**src/rtl/uart_rx_word_packer_pkg.sv**
```systemverilog
// Shared definitions for the UART receive word packer: CPU register
// offsets, STATUS bit positions and STATUS control-write bit positions.
package uart_pkg;

  typedef logic [31:0] word_t;

  localparam logic [2:0] ADDR_DATA   = 3'h0;
  localparam logic [2:0] ADDR_STATUS = 3'h4;

  localparam int ST_NEMPTY   = 0;
  localparam int ST_FULL     = 1;
  localparam int ST_OVR      = 2;
  localparam int ST_TMO      = 3;
  localparam int ST_BCNT_LSB = 4;
  localparam int ST_WCNT_LSB = 8;

  localparam int CTL_FLUSH   = 0;
  localparam int CTL_CLR_OVR = 2;
  localparam int CTL_CLR_TMO = 3;

endpackage

```
**src/rtl/uart_rx_word_packer_if.sv**
```systemverilog
// Bus bundle between the byte receiver / CPU side (master) and the word
// packer (slave): received-byte strobe plus the memory-mapped CPU window.
interface uart_rx_word_packer_if;
  import uart_pkg::*;

  logic        rx_done_tick;
  logic [7:0]  rx_data;
  logic [15:0] address;
  logic        we;
  logic        rd;
  word_t       w_data;
  word_t       r_data;
  logic        word_ready;
  logic        overrun;

  modport master (
    output rx_done_tick, rx_data, address, we, rd, w_data,
    input  r_data, word_ready, overrun
  );

  modport slave (
    input  rx_done_tick, rx_data, address, we, rd, w_data,
    output r_data, word_ready, overrun
  );

endinterface

```
**src/rtl/uart_rx_word_packer_word_fifo.sv**
```systemverilog
// Parameterised synchronous FIFO of 32-bit words. A pop on an empty FIFO
// is ignored; a push when full only lands if a pop frees a slot on the
// same edge, otherwise it is dropped and the FIFO is left untouched.
module word_fifo
  import uart_pkg::*;
#(
  parameter int DEPTH = 4
) (
  input  logic                     clk,
  input  logic                     reset,
  input  logic                     push,
  input  logic                     pop,
  input  word_t                    din,
  output word_t                    head,
  output logic [$clog2(DEPTH):0]   count,
  output logic                     full,
  output logic                     empty
);

  localparam int AW = $clog2(DEPTH);
  localparam int CW = AW + 1;

  word_t           mem [DEPTH];
  logic [AW-1:0]   wr_ptr;
  logic [AW-1:0]   rd_ptr;
  logic            do_push;
  logic            do_pop;

  assign empty   = (count == '0);
  assign full    = (count == CW'(DEPTH));
  assign do_pop  = pop && !empty;
  assign do_push = push && (!full || do_pop);
  assign head    = mem[rd_ptr];

  // Storage array: written only when a push is accepted, no reset needed.
  always_ff @(posedge clk) begin
    if (do_push) begin
      mem[wr_ptr] <= din;
    end
  end

  // Pointers wrap naturally at DEPTH; count tracks occupancy.
  always_ff @(posedge clk or posedge reset) begin
    if (reset) begin
      wr_ptr <= '0;
      rd_ptr <= '0;
      count  <= '0;
    end else begin
      if (do_push) begin
        wr_ptr <= wr_ptr + AW'(1);
      end
      if (do_pop) begin
        rd_ptr <= rd_ptr + AW'(1);
      end
      case ({do_push, do_pop})
        2'b10:   count <= count + CW'(1);
        2'b01:   count <= count - CW'(1);
        default: count <= count;
      endcase
    end
  end

endmodule

```
**src/rtl/uart_rx_word_packer.sv**
```systemverilog
// Packs four received UART bytes (little-endian) into a 32-bit word, queues
// words in word_fifo and exposes DATA (0x0) / STATUS (0x4) registers.
// Optional build macro UART_RX_TIMEOUT_EN adds an idle timeout that
// discards a partial word and raises the STATUS timeout flag.
module uart_rx_word_packer
  import uart_pkg::*;
#(
  parameter int DEPTH          = 4,
  parameter int TIMEOUT_CYCLES = 50000
) (
  input  logic                  clk,
  input  logic                  reset,
  uart_rx_word_packer_if.slave  bus
);

  localparam int CW = $clog2(DEPTH) + 1;

  logic [1:0]    byte_cnt;
  logic [23:0]   shift;
  logic          overrun_q;
  logic          timeout_q;
  logic          sel_data;
  logic          sel_status;
  logic          status_wr;
  logic          flush;
  logic          pop_req;
  logic          push;
  logic          timeout_fire;
  logic          set_ovr;
  word_t         head;
  logic [CW-1:0] count;
  logic          full;
  logic          empty;
  logic          unused_bits;

  assign sel_data   = (bus.address[2:0] == ADDR_DATA);
  assign sel_status = (bus.address[2:0] == ADDR_STATUS);
  assign status_wr  = bus.we && sel_status;
  assign flush      = status_wr && bus.w_data[CTL_FLUSH];
  assign pop_req    = bus.rd && sel_data;
  assign push       = bus.rx_done_tick && (byte_cnt == 2'd3) && !flush && !timeout_fire;
  assign set_ovr    = push && full && !pop_req;

  assign unused_bits = ^{bus.address[15:3], bus.w_data[31:4], bus.w_data[1]};

  word_fifo #(.DEPTH(DEPTH)) u_fifo (
    .clk   (clk),
    .reset (reset),
    .push  (push),
    .pop   (pop_req),
    .din   ({bus.rx_data, shift}),
    .head  (head),
    .count (count),
    .full  (full),
    .empty (empty)
  );

`ifdef UART_RX_TIMEOUT_EN
  localparam int TMO_W = (TIMEOUT_CYCLES > 2) ? $clog2(TIMEOUT_CYCLES) : 1;

  logic [TMO_W-1:0] tmo_cnt;

  assign timeout_fire = (byte_cnt != 2'd0) && !bus.rx_done_tick &&
                        (tmo_cnt == TMO_W'(TIMEOUT_CYCLES - 1));

  // Idle counter: restarts on every byte and only runs while a word is partial.
  always_ff @(posedge clk or posedge reset) begin
    if (reset) begin
      tmo_cnt <= '0;
    end else if (bus.rx_done_tick || byte_cnt == 2'd0 || flush || timeout_fire) begin
      tmo_cnt <= '0;
    end else begin
      tmo_cnt <= tmo_cnt + TMO_W'(1);
    end
  end
`else
  logic [31:0] unused_tmo_cfg;

  assign unused_tmo_cfg = TIMEOUT_CYCLES;
  assign timeout_fire   = 1'b0;
`endif

  // Byte packer: a flush or timeout beats an incoming byte on the same edge.
  always_ff @(posedge clk or posedge reset) begin
    if (reset) begin
      byte_cnt <= 2'd0;
      shift    <= '0;
    end else if (flush || timeout_fire) begin
      byte_cnt <= 2'd0;
      shift    <= '0;
    end else if (bus.rx_done_tick) begin
      if (byte_cnt == 2'd3) begin
        byte_cnt <= 2'd0;
        shift    <= '0;
      end else begin
        byte_cnt <= byte_cnt + 2'd1;
        case (byte_cnt)
          2'd0:    shift[7:0]   <= bus.rx_data;
          2'd1:    shift[15:8]  <= bus.rx_data;
          2'd2:    shift[23:16] <= bus.rx_data;
          default: shift        <= shift;
        endcase
      end
    end
  end

  // Sticky flags: a set event on the same edge as a CPU clear keeps the flag high.
  always_ff @(posedge clk or posedge reset) begin
    if (reset) begin
      overrun_q <= 1'b0;
      timeout_q <= 1'b0;
    end else begin
      if (set_ovr) begin
        overrun_q <= 1'b1;
      end else if (status_wr && bus.w_data[CTL_CLR_OVR]) begin
        overrun_q <= 1'b0;
      end
      if (timeout_fire) begin
        timeout_q <= 1'b1;
      end else if (status_wr && bus.w_data[CTL_CLR_TMO]) begin
        timeout_q <= 1'b0;
      end
    end
  end

  // Read mux: DATA shows the FIFO head (0 when empty), STATUS the flags.
  always_comb begin
    bus.r_data = '0;
    case (bus.address[2:0])
      ADDR_DATA: begin
        if (!empty) begin
          bus.r_data = head;
        end
      end
      ADDR_STATUS: begin
        bus.r_data[ST_NEMPTY]             = !empty;
        bus.r_data[ST_FULL]               = full;
        bus.r_data[ST_OVR]                = overrun_q;
        bus.r_data[ST_TMO]                = timeout_q;
        bus.r_data[ST_BCNT_LSB +: 2]      = byte_cnt;
        bus.r_data[ST_WCNT_LSB +: CW]     = count;
      end
      default: bus.r_data = '0;
    endcase
  end

  assign bus.word_ready = !empty;
  assign bus.overrun    = overrun_q;

endmodule

```
**src/flat_wrapper.sv**
```systemverilog
// flat-port wrapper written by rule: the top's interface ports become plain ports
module uart_rx_word_packer_flat import uart_pkg::*;
#(
  parameter int DEPTH          = 4,
  parameter int TIMEOUT_CYCLES = 50000
)
  (clk, reset, bus_rx_done_tick, bus_rx_data, bus_address, bus_we, bus_rd, bus_w_data, bus_r_data, bus_word_ready, bus_overrun);
  uart_rx_word_packer_if bus_i ();
  input  logic clk;
  input  logic reset;
  input wire logic [$bits(bus_i.rx_done_tick)-1:0] bus_rx_done_tick;
  input wire logic [$bits(bus_i.rx_data)-1:0] bus_rx_data;
  input wire logic [$bits(bus_i.address)-1:0] bus_address;
  input wire logic [$bits(bus_i.we)-1:0] bus_we;
  input wire logic [$bits(bus_i.rd)-1:0] bus_rd;
  input wire logic [$bits(bus_i.w_data)-1:0] bus_w_data;
  output wire logic [$bits(bus_i.r_data)-1:0] bus_r_data;
  output wire logic [$bits(bus_i.word_ready)-1:0] bus_word_ready;
  output wire logic [$bits(bus_i.overrun)-1:0] bus_overrun;
  assign bus_i.rx_done_tick = bus_rx_done_tick;
  assign bus_i.rx_data = bus_rx_data;
  assign bus_i.address = bus_address;
  assign bus_i.we = bus_we;
  assign bus_i.rd = bus_rd;
  assign bus_i.w_data = bus_w_data;
  assign bus_r_data = bus_i.r_data;
  assign bus_word_ready = bus_i.word_ready;
  assign bus_overrun = bus_i.overrun;
  uart_rx_word_packer #(.DEPTH(DEPTH), .TIMEOUT_CYCLES(TIMEOUT_CYCLES)) u_core (.clk(clk), .reset(reset), .bus(bus_i));
endmodule
```
**config.mk**
```make
export PLATFORM = sky130hd
export DESIGN_NAME = uart_rx_word_packer_flat
export DESIGN_NICKNAME = d
export VERILOG_FILES = /design/src/rtl/uart_rx_word_packer_pkg.sv /design/src/rtl/uart_rx_word_packer_if.sv /design/src/rtl/uart_rx_word_packer_word_fifo.sv /design/src/rtl/uart_rx_word_packer.sv /design/src/flat_wrapper.sv
export SDC_FILE = /design/constraint.sdc
export NUM_CORES = 1
export LEC_CHECK = 0
export CAP_MARGIN = 20
export CORE_MARGIN = 1
export CORE_UTILIZATION = 54
export CTS_CLUSTER_DIAMETER = 80
export DETAILED_ROUTE_END_ITERATION = 7
export PLACE_DENSITY = 0.75
export SYNTH_ARGS = -nofsm -noshare
export SYNTH_HDL_FRONTEND = slang
export SYNTH_SLANG_ARGS = --single-unit
export TNS_END_PERCENT = 20
```
**constraint.sdc**
```tcl
create_clock -name clk -period 3 [get_ports clk]
set_input_delay 0.6 -clock clk [delete_from_list [all_inputs] [get_ports clk]]
set_output_delay 0.6 -clock clk [all_outputs]
set_load 0.05 [all_outputs]
```
### Word-level counts from Yosys, hierarchy flattened

Memory sizes are Yosys's and may differ from the RTL's.
Cells that the tools add are included.

* add/subtract/negate cells: 5
* $mul: 0
* div/mod/pow operators: 0
* shifts and indexed selects: 0
* order comparisons: 0
* equality and inequality tests: 7
* reductions and logical operators: 27
* bitwise gates (word level): 0
* muxes and demuxes: 19

Operator list (number)
* 2-to-1 mux 24 bit: 3
* 2-to-1 mux 32 bit: 1
* 2-to-1 mux 8 bit: 3
* 2-to-1 mux 21 bit: 1
* case mux 3 bit (2 select lines): 2
* case mux 6 bit (2 select lines): 1
* logical AND 1 bit: 10
* nonzero test 3 bit: 3
* 2-to-1 mux 2 bit: 4
* adder 2 x 1 -> 2 bit (second input constant): 3
* == test 2 bit (second input constant): 3
* == test 3 bit (second input constant): 2
* zero test 3 bit: 2
* AND reduction 2 bit: 3
* nonzero test 2 bit: 3
* == test 2 x 1 -> 1 bit (second input constant): 2
* zero test 1 bit: 4
* 2-to-1 mux 1 bit: 4
* adder 3 x 1 -> 3 bit (second input constant): 1
* subtractor 3 x 1 -> 3 bit (second input constant): 1
* zero test 2 bit: 1
* logical OR 1 bit: 1

* bits in latches: 0
* memories: 1
* bits in registers: 34
* bits of input ports: 61
* bits in writable memories: 128
* ROM bits: 0

Memories
* u_core.u_fifo.mem: words 4, bits a word 32, read ports 1, clocked after memory_dff 0, write ports 1, RTL line uart_rx_word_packer_word_fifo.sv:23 `word_t mem [DEPTH];`

### Depth between registers and ports, before layout

Gate-level depths: netlist of the first run.

* depth in word-level cells: 8
* mapped depth: 8
* mapped depth without buffers: 8

### Modules after synthesis

From an unflattened synthesis of the first run, not the netlist that was laid out.

* cells, all modules: 389
* area, all modules: 6703.9 sq um

By module, submodules not included
* word_fifo: instances 1, area each 5124.9 sq um, seq. area each 4018.9 sq um, cells an instance 222
* uart_rx_word_packer: instances 1, area each 1579.0 sq um, seq. area each 675.6 sq um, cells an instance 167

### Worst setup path after synthesis of the first run

No wires, ideal clock.

* path kind: register to output
* from: register u_core.u_fifo.count[0]
* to: output port bus_r_data[1]
* path slack: 0.485 ns
* arrival time: 1.915 ns
* cell stages (with the launch flop): 6
* data required time: 2.400 ns
* cells stage by stage: dfrtp_1 > or3_1 > nand2_1 > nor2_1 > clkbuf_1 > a32o_1

* longest elaborated chain between the ends: 3
* elaborated cells between the ends (all ways): 4
* classes of those cells: 1 x eq/ne; 2 x mux; 1 x reduce/logical

Ends and longest elaborated chain
* start, declared: RTL line uart_rx_word_packer_word_fifo.sv:15 `output logic [$clog2(DEPTH):0] count,`
* start signal, assigned: RTL line uart_rx_word_packer_word_fifo.sv:56 `2'b10: count <= count + CW'(1);`
* start signal, assigned: RTL line uart_rx_word_packer_word_fifo.sv:57 `2'b01: count <= count - CW'(1);`
* start signal, assigned: RTL line uart_rx_word_packer_word_fifo.sv:58 `default: count <= count;`
* zero test 3 bit: RTL line uart_rx_word_packer_word_fifo.sv:29 `assign empty = (count == '0);`
* 2-to-1 mux 32 bit: RTL line uart_rx_word_packer.sv:131 `if (!empty) begin`
* case mux 6 bit (2 select lines) (*): RTL line uart_rx_word_packer.sv:129 `case (bus.address[2:0])`
* end, declared: RTL line flat_wrapper.sv:17 `output wire logic [$bits(bus_i.r_data)-1:0] bus_r_data;`

Every way passes the cells marked *; elsewhere a longest branch is shown, timed or not.

### Worst setup path after layout of the first run

* from: register u_core.u_fifo.rd_ptr[0]
* to: output port bus_r_data[28]

* longest elaborated chain between the ends: 3

Ends and longest elaborated chain
* start, declared: RTL line uart_rx_word_packer_word_fifo.sv:25 `logic [AW-1:0] rd_ptr;`
* start signal, assigned: RTL line uart_rx_word_packer_word_fifo.sv:53 `rd_ptr <= rd_ptr + AW'(1);`
* memory read (4 x 32 bit)
* 2-to-1 mux 32 bit: RTL line uart_rx_word_packer.sv:131
* 2-to-1 mux 21 bit: RTL line uart_rx_word_packer.sv:129

Every way passes these cells.

==> run metrics, run 1 <==
synthesized instance count just under 400; r2r setup slk between 0.7 and 0.8 ns; Final nets between 500 and 600; drt pass-1 iters 5; commonest register cell after synthesis edfxtp_1; Reg2Reg Capture Point u_core.u_fifo.count[2]$_DFFE_PP0P_; CP max FO 13; Setup TNS 0 ns; final worst slack about 0.19 ns; Fill cells between 700 and 800; Antenna Nets Post-Route 0; hold depth 1; multiplexer share of the synthesized area a little under an eighth; Die X 113 microns; layout overhead on the synthesized area 25.1%; GRT overflow 0; met1 Use GR between 20% and 30%; main combinational cell family by area after synthesis multiplexers; final wirelength 13100 microns; # port buffers a little over 50; WHS Endpoint u_core.bus.overrun$_DFFE_PP0P_; post-synth cell types 42; clk_lat worst skew between 0.4 and 0.5 ns; yosys warns 0; CTS tree done; Worst Setup End Kind output port; Net Sw Frac 31.4%; EDFF count, synth around 130; Worst Setup Path Type flip-flop to output port; Tightest Hold Check Type flip-flop to flip-flop; met2 usage in global routing 38.4%; minimum clock period between 2 and 3 ns; Cell Area, Synth between 6000 and 7000 sq um; flops & latches, synth roughly 160; Ports 95; Hold Vio Cnt, Final 0; Peak VDD IR 0.000462 V; ys async rst share about a fifth; clock network fraction of design power a little over a quarter; status finished clean; Initial Util between 50% and 60%; detailed-route via count between 3k and 4k; postcts setup bufs 0; post-synthesis sequential area ratio between 70% and 80%; R2R Path Start u_core.u_fifo.count[1]$_DFFE_PP0P_; H-tree levels 4; worst reg2reg path depth 7; HPWL after DPL ~7600 microns; drt via density around 6; power density cells 911 nW/um^2; Tot GR Track Use around 22%; Sequential cell area approximately 4700 sq um; Crit path required time between 2 and 2.5 ns; Multi-input gate area between 1500 and 2000 sq um; total power approximately 7.6 mW; Synth Area in Compound Gates under 10%; critical path startpoint category flip-flop; fin cells ~620; dpl ws roughly 0.2 ns; Mapped Nets 462; Leak 2.98 nW; first-pass GRT wire length 20700 microns; Ant. Diodes 0; initial antenna violation count 0; vias in the first global route a little under 4k; Pins Over Slew Limit 0; clk buf depth 2; FMAX ~360 MHz; largest net degree at the start of global routing 35; crit share post-route around 94%; crit path DAT 2.21 ns; die area 12800 sq um; simple-gate share of the synthesized area 8.44%; Int Power ~5.2 mW; share of cells above drive strength 1 roughly a quarter; Detailed Route Iter0 Violations ~270; Final Setup Violations 0; clock sink count between 150 and 200; Avg Cell Area, Syn about 17 sq um; logic gate share of total power slightly below 30%; Reg power frac between 40 and 50%; relative slew slack about three fifths; met3 Track Usage GR 4.55%; Worst Skew 0.00716 ns; RSZ-0062 raised after global routing false; Core ar. 12000 sq um; std cell rows 40; DRC viols 0; post-synthesis xor/xnor area fraction 0.526%; Synth Area in Adders under 10%; P_sw 2.38 mW; Max Cap Viol 0; hold wc startpoint u_core.bus.overrun$_DFFE_PP0P_; GPL Wtd Cong around 0.78; Most Crowded Layer GR met2; routed len/inst approximately 21 microns; Die Span Y approximately 110 microns; clk slew on worst S/H paths approximately 0.060 ns; Slew @ Worst Pin 0.600 ns; placed cell count a little under 600; Root Buffer clkbuf_16; CTS buffer count 17
==> what timing repair did <==
item,in CTS,in global routing
resized for setup,0,1
hold buffers,0,0
endpoints found under the setup margin,0,1
==> layer usage <==
layer / up-vias / wire, microns
met1: 1901 / 5150
li1: 1643 / -
met5: - / 0
met2: 138 / 6910
met4: 0 / 281
met3: 22 / 725
==> layout by cell type (no fill, tap or decap), types with 3 or more instances in the layout <==
master	count
nand2b_1	5
xnor2_1	3
a21oi_1	22
dfrtp_1	33
clkinvlp_4	3
clkbuf_16	17
nand3_1	7
mux4_2	32
a2bb2oi_1	4
o21ai_0	4
nand2_1	6
buf_4	8
edfxtp_1	128
inv_1	8
ha_1	7
clkdlybuf4s50_1	19
clkinv_4	6
nor2b_1	3
nor2_1	30
buf_12	38
and2_1	30
a22oi_1	7
nor3b_1	8
a22o_1	9
==> state kept, by name, indices dropped and copies added (netlist names) <==
register and count:
u_core.u_fifo.mem 128, u_core.shift 24, u_core.u_fifo.count 3, u_core.byte_cnt 2, u_core.u_fifo.rd_ptr 2, u_core.u_fifo.wr_ptr 2
u_core.bus.overrun 1
==> area by class of cell <==
class / count / share of cell area (%)
Timing Repair Buffer: 65 / 12.1
Multi-Input combinational cell: 201 / 22.2
Tap cell: 147 / 2.21
Inverter: 8 / 0.360
Sequential cell: 162 / 56.4
Clock inverter: 15 / 1.64
Clock buffer: 17 / 5.10
==> synth_stat cells, types with 2 or more instances <==
cell / number / area, sq um
nor2_1: 31 / 116
a22o_1: 9 / 78.8
nor2b_1: 3 / 18.8
a21oi_1: 22 / 110
mux4_2: 32 / 721
nor3b_1: 8 / 60.1
ha_1: 7 / 87.6
o21ai_0: 4 / 20.0
buf_2: 5 / 25.0
nand2_1: 6 / 22.5
clkbuf_1: 14 / 52.6
dfrtp_1: 34 / 851
buf_1: 3 / 11.3
and2_1: 30 / 188
inv_1: 8 / 30.0
nor3_1: 2 / 10.0
edfxtp_1: 128 / 3840
nand3_1: 7 / 35.0
nand2b_1: 5 / 31.3
a32o_1: 2 / 20.0
a22oi_1: 7 / 52.6
xnor2_1: 3 / 26.3
a2bb2oi_1: 4 / 35.0
==> kinds of logic after synthesis <==
| group | Yosys count |
|---|---|
| mux | 36 |
| xor+xnor | 4 |
| buf+inv | 30 |
| fa+ha+maj | 8 |
| compound gates | 53 |
| flops | 162 |
| simple gates | 100 |
==> critical path, cell delays in order, from the launching register on <==
cell and delay [ns]:
dfrtp_4 0.61, buf_4 0.26, mux4_2 0.52, and2_1 0.22, buf_12 0.16
==> power by group through the flow <==
stage | Combinational, mW | Sequential [mW] | Clock [mW]
floorplan | 1.56 | 3.26 | 0
global placement | 2.13 | 3.36 | 0
detailed placement | 2.20 | 3.41 | 0
CTS | 2.23 | 3.37 | 2.04
global route | 2.38 | 3.43 | 2.12
finish | 2.20 | 3.38 | 2.02
==> per-stage QoR <==
step | util, % | hold slack (ns) | instance area, sq um
final | 69.4 | 0.530 | 8330
after global routing | 69.4 | 0.543 | 8330
after CTS | 69.4 | 0.530 | 8330
after detailed placement | 64.7 | 0.510 | 7770
after global placement | 64.7 | 0.485 | 7770
after floorplan | - | 0.476 | 6660
==> worst max path at each step <==
stage / from / end / slack (ns) / depth (start not counted)
global placement: bus_address[1] / bus_r_data[4] / 0.24 / 7
floorplan: u_core.u_fifo.count[0]$_DFFE_PP0P_ / bus_r_data[1] / 0.48 / 5
detailed placement: bus_address[1] / bus_r_data[5] / 0.19 / 7
global route: u_core.u_fifo.rd_ptr[0]$_DFFE_PP0P_ / bus_r_data[28] / 0.10 / 4
CTS: u_core.u_fifo.rd_ptr[0]$_DFFE_PP0P_ / bus_r_data[28] / 0.04 / 4
finish: u_core.u_fifo.rd_ptr[0]$_DFFE_PP0P_ / bus_r_data[28] / 0.19 / 4
Power figures use the tool's default switching activity.
==> run 2, diff against run 1 <==
--- a/config.mk
+++ b/config.mk
@@ -11,6 +11,7 @@
 export CTS_CLUSTER_DIAMETER = 80
 export DETAILED_ROUTE_END_ITERATION = 7
 export PLACE_DENSITY = 0.75
+export SETUP_SLACK_MARGIN = 0.4
 export SYNTH_ARGS = -nofsm -noshare
 export SYNTH_HDL_FRONTEND = slang
 export SYNTH_SLANG_ARGS = --single-unit
==> run 2 against run 1 <==
Flip-flop and latch count unchanged. Critical endpoint is now bus_r_data[5]. Clock skew increased by 0.0015 ns. Non-clock buffer count increased by 13. Sequential power about the same. Critical path depth increased by 2. Count of clock-buffer cells in the layout unchanged. Combinational power increased by 15%.
==> run metrics, run 2 (synthesis gave the netlist of run 1 again) <==
Final Setup Violations 0 (unchanged); Crit path required time 2.40 ns (about the same); # port buffers 51 (unchanged); CTS buffer count 17 (unchanged); Tot GR Track Use 23.4% (+0.99 points); DRC viols 0 (unchanged); FMAX 372 MHz (+4.4%); clk_lat worst skew 0.42 ns (about the same); Worst Skew 0.00870 ns (+0.00154 ns); Max Cap Viol 0 (unchanged); most common cell after layout, fill and taps aside edfxtp_1; minimum clock period 2.69 ns (-0.117 ns); status finished clean; hold wc startpoint u_core.shift[7]$_DFFE_PP0P_; Setup TNS 0 ns (unchanged); share of cells above drive strength 1 32.0% (+6.8 points); RSZ-0062 raised after global routing true; critical path startpoint category flip-flop; largest net degree at the start of global routing 35 (unchanged); detailed-route via count 3818 (+3.1%); die area 12800 sq um (unchanged); crit path DAT 2.09 ns (-0.12 ns); layout overhead on the synthesized area 29.3%; clk buf depth 2 (unchanged); GRT overflow 0 (unchanged); power density cells 919 nW/um^2 (+0.91%); max FFs per register 128 (unchanged); Ant. Diodes 0 (unchanged); crit share post-route 89.7% (-3.9 points); Antenna Nets Post-Route 0 (unchanged); Core ar. 12000 sq um (unchanged); Peak VDD IR 0.000469 V (+1.4%); drt pass-1 iters 5 (unchanged); crit path launch u_core.u_fifo.count[1]$_DFFE_PP0P_; Worst Setup End Kind output port; first-pass GRT wire length 21500 microns (+3.9%); CTS tree done; vias in the first global route 3949 (+0.77%); GPL Wtd Cong 0.780 (unchanged); Ports 95 (unchanged); Initial Util 55.4% (unchanged); H-tree levels 4 (unchanged); Die X 113 microns (unchanged); R2R Path Start u_core.byte_cnt[0]$_DFFE_PP0P_; relative slew slack 61.8% (+1.9 points); largest registers u_core.u_fifo.mem (128), u_core.shift (24), u_core.u_fifo.count (3); Tightest Hold Check Type flip-flop to flip-flop; Biggest register u_core.u_fifo.mem; Worst Setup Path Type flip-flop to output port; final wirelength 14400 microns (+10%); total power 7.92 mW (+4.3%); std cell rows 40 (unchanged); Detailed Route Iter0 Violations 339 (+26%); clock sink count 162 (unchanged); initial antenna violation count 0 (unchanged); HPWL after DPL 7640 microns (unchanged); clk slew on worst S/H paths 0.07 ns (about the same); routed len/inst 22.9 microns (+7.9%); CP max FO 7 (-6); highest-count cells in the layout ignoring fill and taps edfxtp_1, buf_12, mux4_2; Root Buffer clkbuf_16; drt via density 6.08 (+0.94%); Die Span Y 113 microns (unchanged); Final nets 537 (+2.5%); Hold Vio Cnt, Final 0 (unchanged); Slew @ Worst Pin 0.572 ns (-0.0282 ns); Hold-fix buffers, CTS 0 (unchanged); Pins Over Slew Limit 0 (unchanged); Leak 3.14 nW (+5.5%)
[run 2: worst max-delay path, stage by stage (launching register included)]
cell and delay [ns]:
dfrtp_2 0.44, or3_4 0.42, nand2_2 0.12, nor2_4 0.08
buf_6 0.18, a22o_4 0.28, buf_12 0.15
[run 2: what timing repair did]
action / CTS / global route
endpoints found under the setup margin: 33 / 33
resized for setup: 12 / 18
pin swaps: 2 / 2
cloned: 1 / 3
buffers inserted: 5 / 4
[run 2: report_power, final]
group	internal [mW]	leakage [nW]	switching, mW
logic	1.27	1.29	1.26
registers	2.99	1.58	0.371
clock network	1.15	0.267	0.881
[run 2: cell type report]
type                            instances  area [sq um]
Clock inverter                         15           136
Fill cell                             731          3400
Timing Repair Buffer                   78          1200
Multi-Input combinational cell        201          1930
Inverter                                8          30.0
Tap cell                              147           184
Clock buffer                           17           425
Sequential cell                       162          4700
[run 2: worst paths after layout]
kind | end | slack [ns] | cells past startpoint
max | bus_r_data[5] | 0.31 | 6
min | u_core.u_fifo.mem[2][7]$_DFFE_PP_ | 0.53 | 0
max reg2reg | u_core.u_fifo.mem[0][15]$_DFFE_PP_ | 0.72 | 7
min reg2reg | u_core.u_fifo.mem[2][7]$_DFFE_PP_ | 0.53 | 0
max in group asynchronous | u_core.u_fifo.rd_ptr[0]$_DFFE_PP0P_ | 2.02 | 3
min in group asynchronous | u_core.u_fifo.wr_ptr[1]$_DFFE_PP0P_ | 0.60 | 3
[run 2: per-stage QoR]
step | area [sq um] | util, % | setup WS (ns) | instances | hold slack [ns]
after floorplan | 6660 | - | 0.485 | 393 | 0.476
after global placement | 7770 | 64.7 | 0.236 | 583 | 0.485
after detailed placement | 7770 | 64.7 | 0.194 | 583 | 0.510
after CTS | 8460 | 70.4 | 0.326 | 621 | 0.530
after global routing | 8610 | 71.7 | 0.281 | 628 | 0.543
final | 8610 | 71.7 | 0.309 | 628 | 0.531
[run 2: per-layer routing]
metal | track usage (%) | routed length [microns]
met4 | 12.0 | 338
met3 | 5.36 | 813
met5 | 0 | 0
met1 | 29.3 | 5610
met2 | 38.8 | 7620
==> run 3, diff against run 2 <==
--- a/config.mk
+++ b/config.mk
@@ -10,6 +10,7 @@
 export CORE_UTILIZATION = 54
 export CTS_CLUSTER_DIAMETER = 80
 export DETAILED_ROUTE_END_ITERATION = 7
+export GPL_TIMING_DRIVEN = 0
 export PLACE_DENSITY = 0.75
 export SETUP_SLACK_MARGIN = 0.4
 export SYNTH_ARGS = -nofsm -noshare
==> run 3 against run 2 <==
Critical path depth decreased by 1. Worst hold slack got worse by 0.028 ns. Design area decreased by 4.8%. Global-route usage decreased by 0.24 points. Flip-flop and latch count unchanged. Cell count increased by 0.64%. Routed wire length decreased by 6.5%. Total power about the same. Non-clock buffer count increased by 4. Critical endpoint is now bus_r_data[25].
==> run metrics, run 3 (synthesis gave the netlist of run 1 again) <==
detailed-route via count 3690 (-3.4%); GRT overflow 0 (unchanged); die area 12800 sq um (unchanged); HPWL after DPL 8140 microns (+6.5%); Final nets 541 (+0.74%); RSZ-0062 raised after global routing true; crit share post-route 89.4% (-0.28 points); std cell rows 40 (unchanged); critical path startpoint category flip-flop; Tot GR Track Use 23.2% (-0.24 points); GPL Wtd Cong 0.840 (+7.7%); Int Power 5.54 mW (+2.5%); Worst Setup End Kind output port; max FFs per register 128 (unchanged); Ant. Diodes 0 (unchanged); CTS tree done; drt pass-1 iters 5 (unchanged); critical path, cell by cell buf_12 -> bufbuf_16 -> mux4_2 -> and2_1 -> buf_4; Die Span Y 113 microns (unchanged); clk_lat worst skew 0.43 ns (about the same); Tightest Hold Check Type input port to async pin; Slew @ Worst Pin 0.570 ns (-0.00214 ns); clock network fraction of design power 27.8% (+2.2 points); Antenna Nets Post-Route 0 (unchanged); Initial Util 55.4% (unchanged); highest-count cells in the layout ignoring fill and taps edfxtp_1, mux4_2, dfrtp_1; drt via density 5.84 (-4.0%); # port buffers 51 (unchanged); clk buf depth 2 (unchanged); Net Sw Frac 30.0% (-1.8 points); minimum clock period 2.68 ns (-0.00837 ns); post-layout util 68.2% (-3.5 points); largest registers u_core.u_fifo.mem (128), u_core.shift (24), u_core.u_fifo.count (3); Peak VDD IR 0.000471 V (+0.42%); final wirelength 13400 microns (-6.5%); share of cells above drive strength 1 27.6% (-4.4 points); total power 7.91 mW (about the same); routed len/inst 21.3 microns (-7.1%); Leak 3.03 nW (-3.5%); worst reg2reg path depth 8 (+1); logic gate share of total power 30.4% (-1.5 points); Reg2Reg Capture Point u_core.u_fifo.count[2]$_DFFE_PP0P_; placed cell count 594 (+1.9%); Core ar. 12000 sq um (unchanged); DRC viols 0 (unchanged); Hold Vio Cnt, Final 0 (unchanged); r2r setup slk 0.50 ns (-0.22 ns); CP peak stage delay 0.48 ns (+0.04 ns); fin cells 632 (+0.64%); crit path DAT 2.08 ns (about the same); first-pass GRT wire length 21000 microns (-2.3%); largest net degree at the start of global routing 33 (-5.7%); Ports 95 (unchanged); Root Buffer clkbuf_16; clk slew on worst S/H paths 0.06 ns (about the same); Detailed Route Iter0 Violations 244 (-28%); crit path launch u_core.u_fifo.rd_ptr[0]$_DFFE_PP0P_; dpl ws -0.755 ns (-0.950 ns); Reg power frac 41.8% (-0.7 points); final worst slack 0.318 ns (+0.00837 ns); Final Setup Violations 0 (unchanged); status finished clean; Pins Over Slew Limit 0 (unchanged); Max Cap Viol 0 (unchanged); layout overhead on the synthesized area 23.1%; Slowest-stage cell, CP mux4_2; vias in the first global route 3798 (-3.8%); relative slew slack 62.0% (+0.23 points); R2R Path Start u_core.byte_cnt[0]$_DFFE_PP0P_; P_sw 2.37 mW (-5.6%); CP max FO 9 (+2); Worst Setup Path Type flip-flop to output port; FMAX 373 MHz (+0.31%); Biggest register u_core.u_fifo.mem; initial antenna violation count 0 (unchanged); H-tree levels 4 (unchanged); most common cell after layout, fill and taps aside edfxtp_1; CTS buffer count 17 (unchanged); Die X 113 microns (unchanged); Crit path required time 2.40 ns (about the same); power density cells 966 nW/um^2 (+5.0%); Worst Skew 0.00696 ns (-0.00174 ns); clock sink count 162 (unchanged); crit path capture bus_r_data[25]
run 3: layout make-up:
class	count	area (sq um)
Sequential cell	162	4700
Fill cell	798	3820
Timing Repair Buffer	60	596
Multi-Input combinational cell	201	1880
Tap cell	147	184
Buffer	22	193
Clock inverter	8	96.3
Inverter	8	30.0
Clock buffer	24	523
run 3: power groups by stage:
stage	Sequential [mW]	Clock, mW	Combinational (mW)
2_1_floorplan	3.26	0	1.56
3_3_place_gp	3.33	0	2.02
3_5_place_dp	3.36	0	2.10
4_1_cts	3.30	2.23	2.43
5_1_grt	3.35	2.30	2.60
6_report	3.31	2.20	2.41
run 3: per-stage QoR:
stage,setup TNS (ns),area (sq um),hold WS [ns]
5_1_grt,0,8200,0.537
3_5_place_dp,-31.97,7430,0.504
3_3_place_gp,-121.72,7350,0.501
4_1_cts,0,8190,0.506
6_report,0,8200,0.503
2_1_floorplan,0,6660,0.476
run 3: critical path, delay by kind of cell, from the launching register on:
kind / cells / cell delay, ns
buffers and inverters: 3 / 0.62
multiplexers: 1 / 0.48
AND/OR/NAND/NOR: 1 / 0.17
flip-flops: 1 / 0.38
run 3: repair_timing:
action,in CTS,in global routing
hold buffers,0,0
setup endpoints to repair,97,63
cloned,2,0
resized for setup,238,1
hold endpoints to repair,0,0
pin swaps,0,0
setup buffers,4,0
run 3: worst min-delay path by stage:
stage / start / to / depth (start not counted)
floorplan: u_core.shift[0]$_DFFE_PP0P_ / u_core.u_fifo.mem[0][0]$_DFFE_PP_ / 0
global route: reset / u_core.u_fifo.count[1]$_DFFE_PP0P_ / 2
CTS: reset / u_core.u_fifo.count[1]$_DFFE_PP0P_ / 2
global placement: u_core.shift[7]$_DFFE_PP0P_ / u_core.u_fifo.mem[2][7]$_DFFE_PP_ / 0
finish: reset / u_core.u_fifo.count[1]$_DFFE_PP0P_ / 2
detailed placement: u_core.bus.overrun$_DFFE_PP0P_ / u_core.bus.overrun$_DFFE_PP0P_ / 1
run 3: routing by layer:
layer / vias up / track usage, % / wire [microns]
met5: - / 0 / 0
met4: 0 / 11.2 / 310
met3: 25 / 5.84 / 801
met2: 126 / 37.1 / 6730
met1: 1867 / 30.1 / 5600
li1: 1672 / - / -
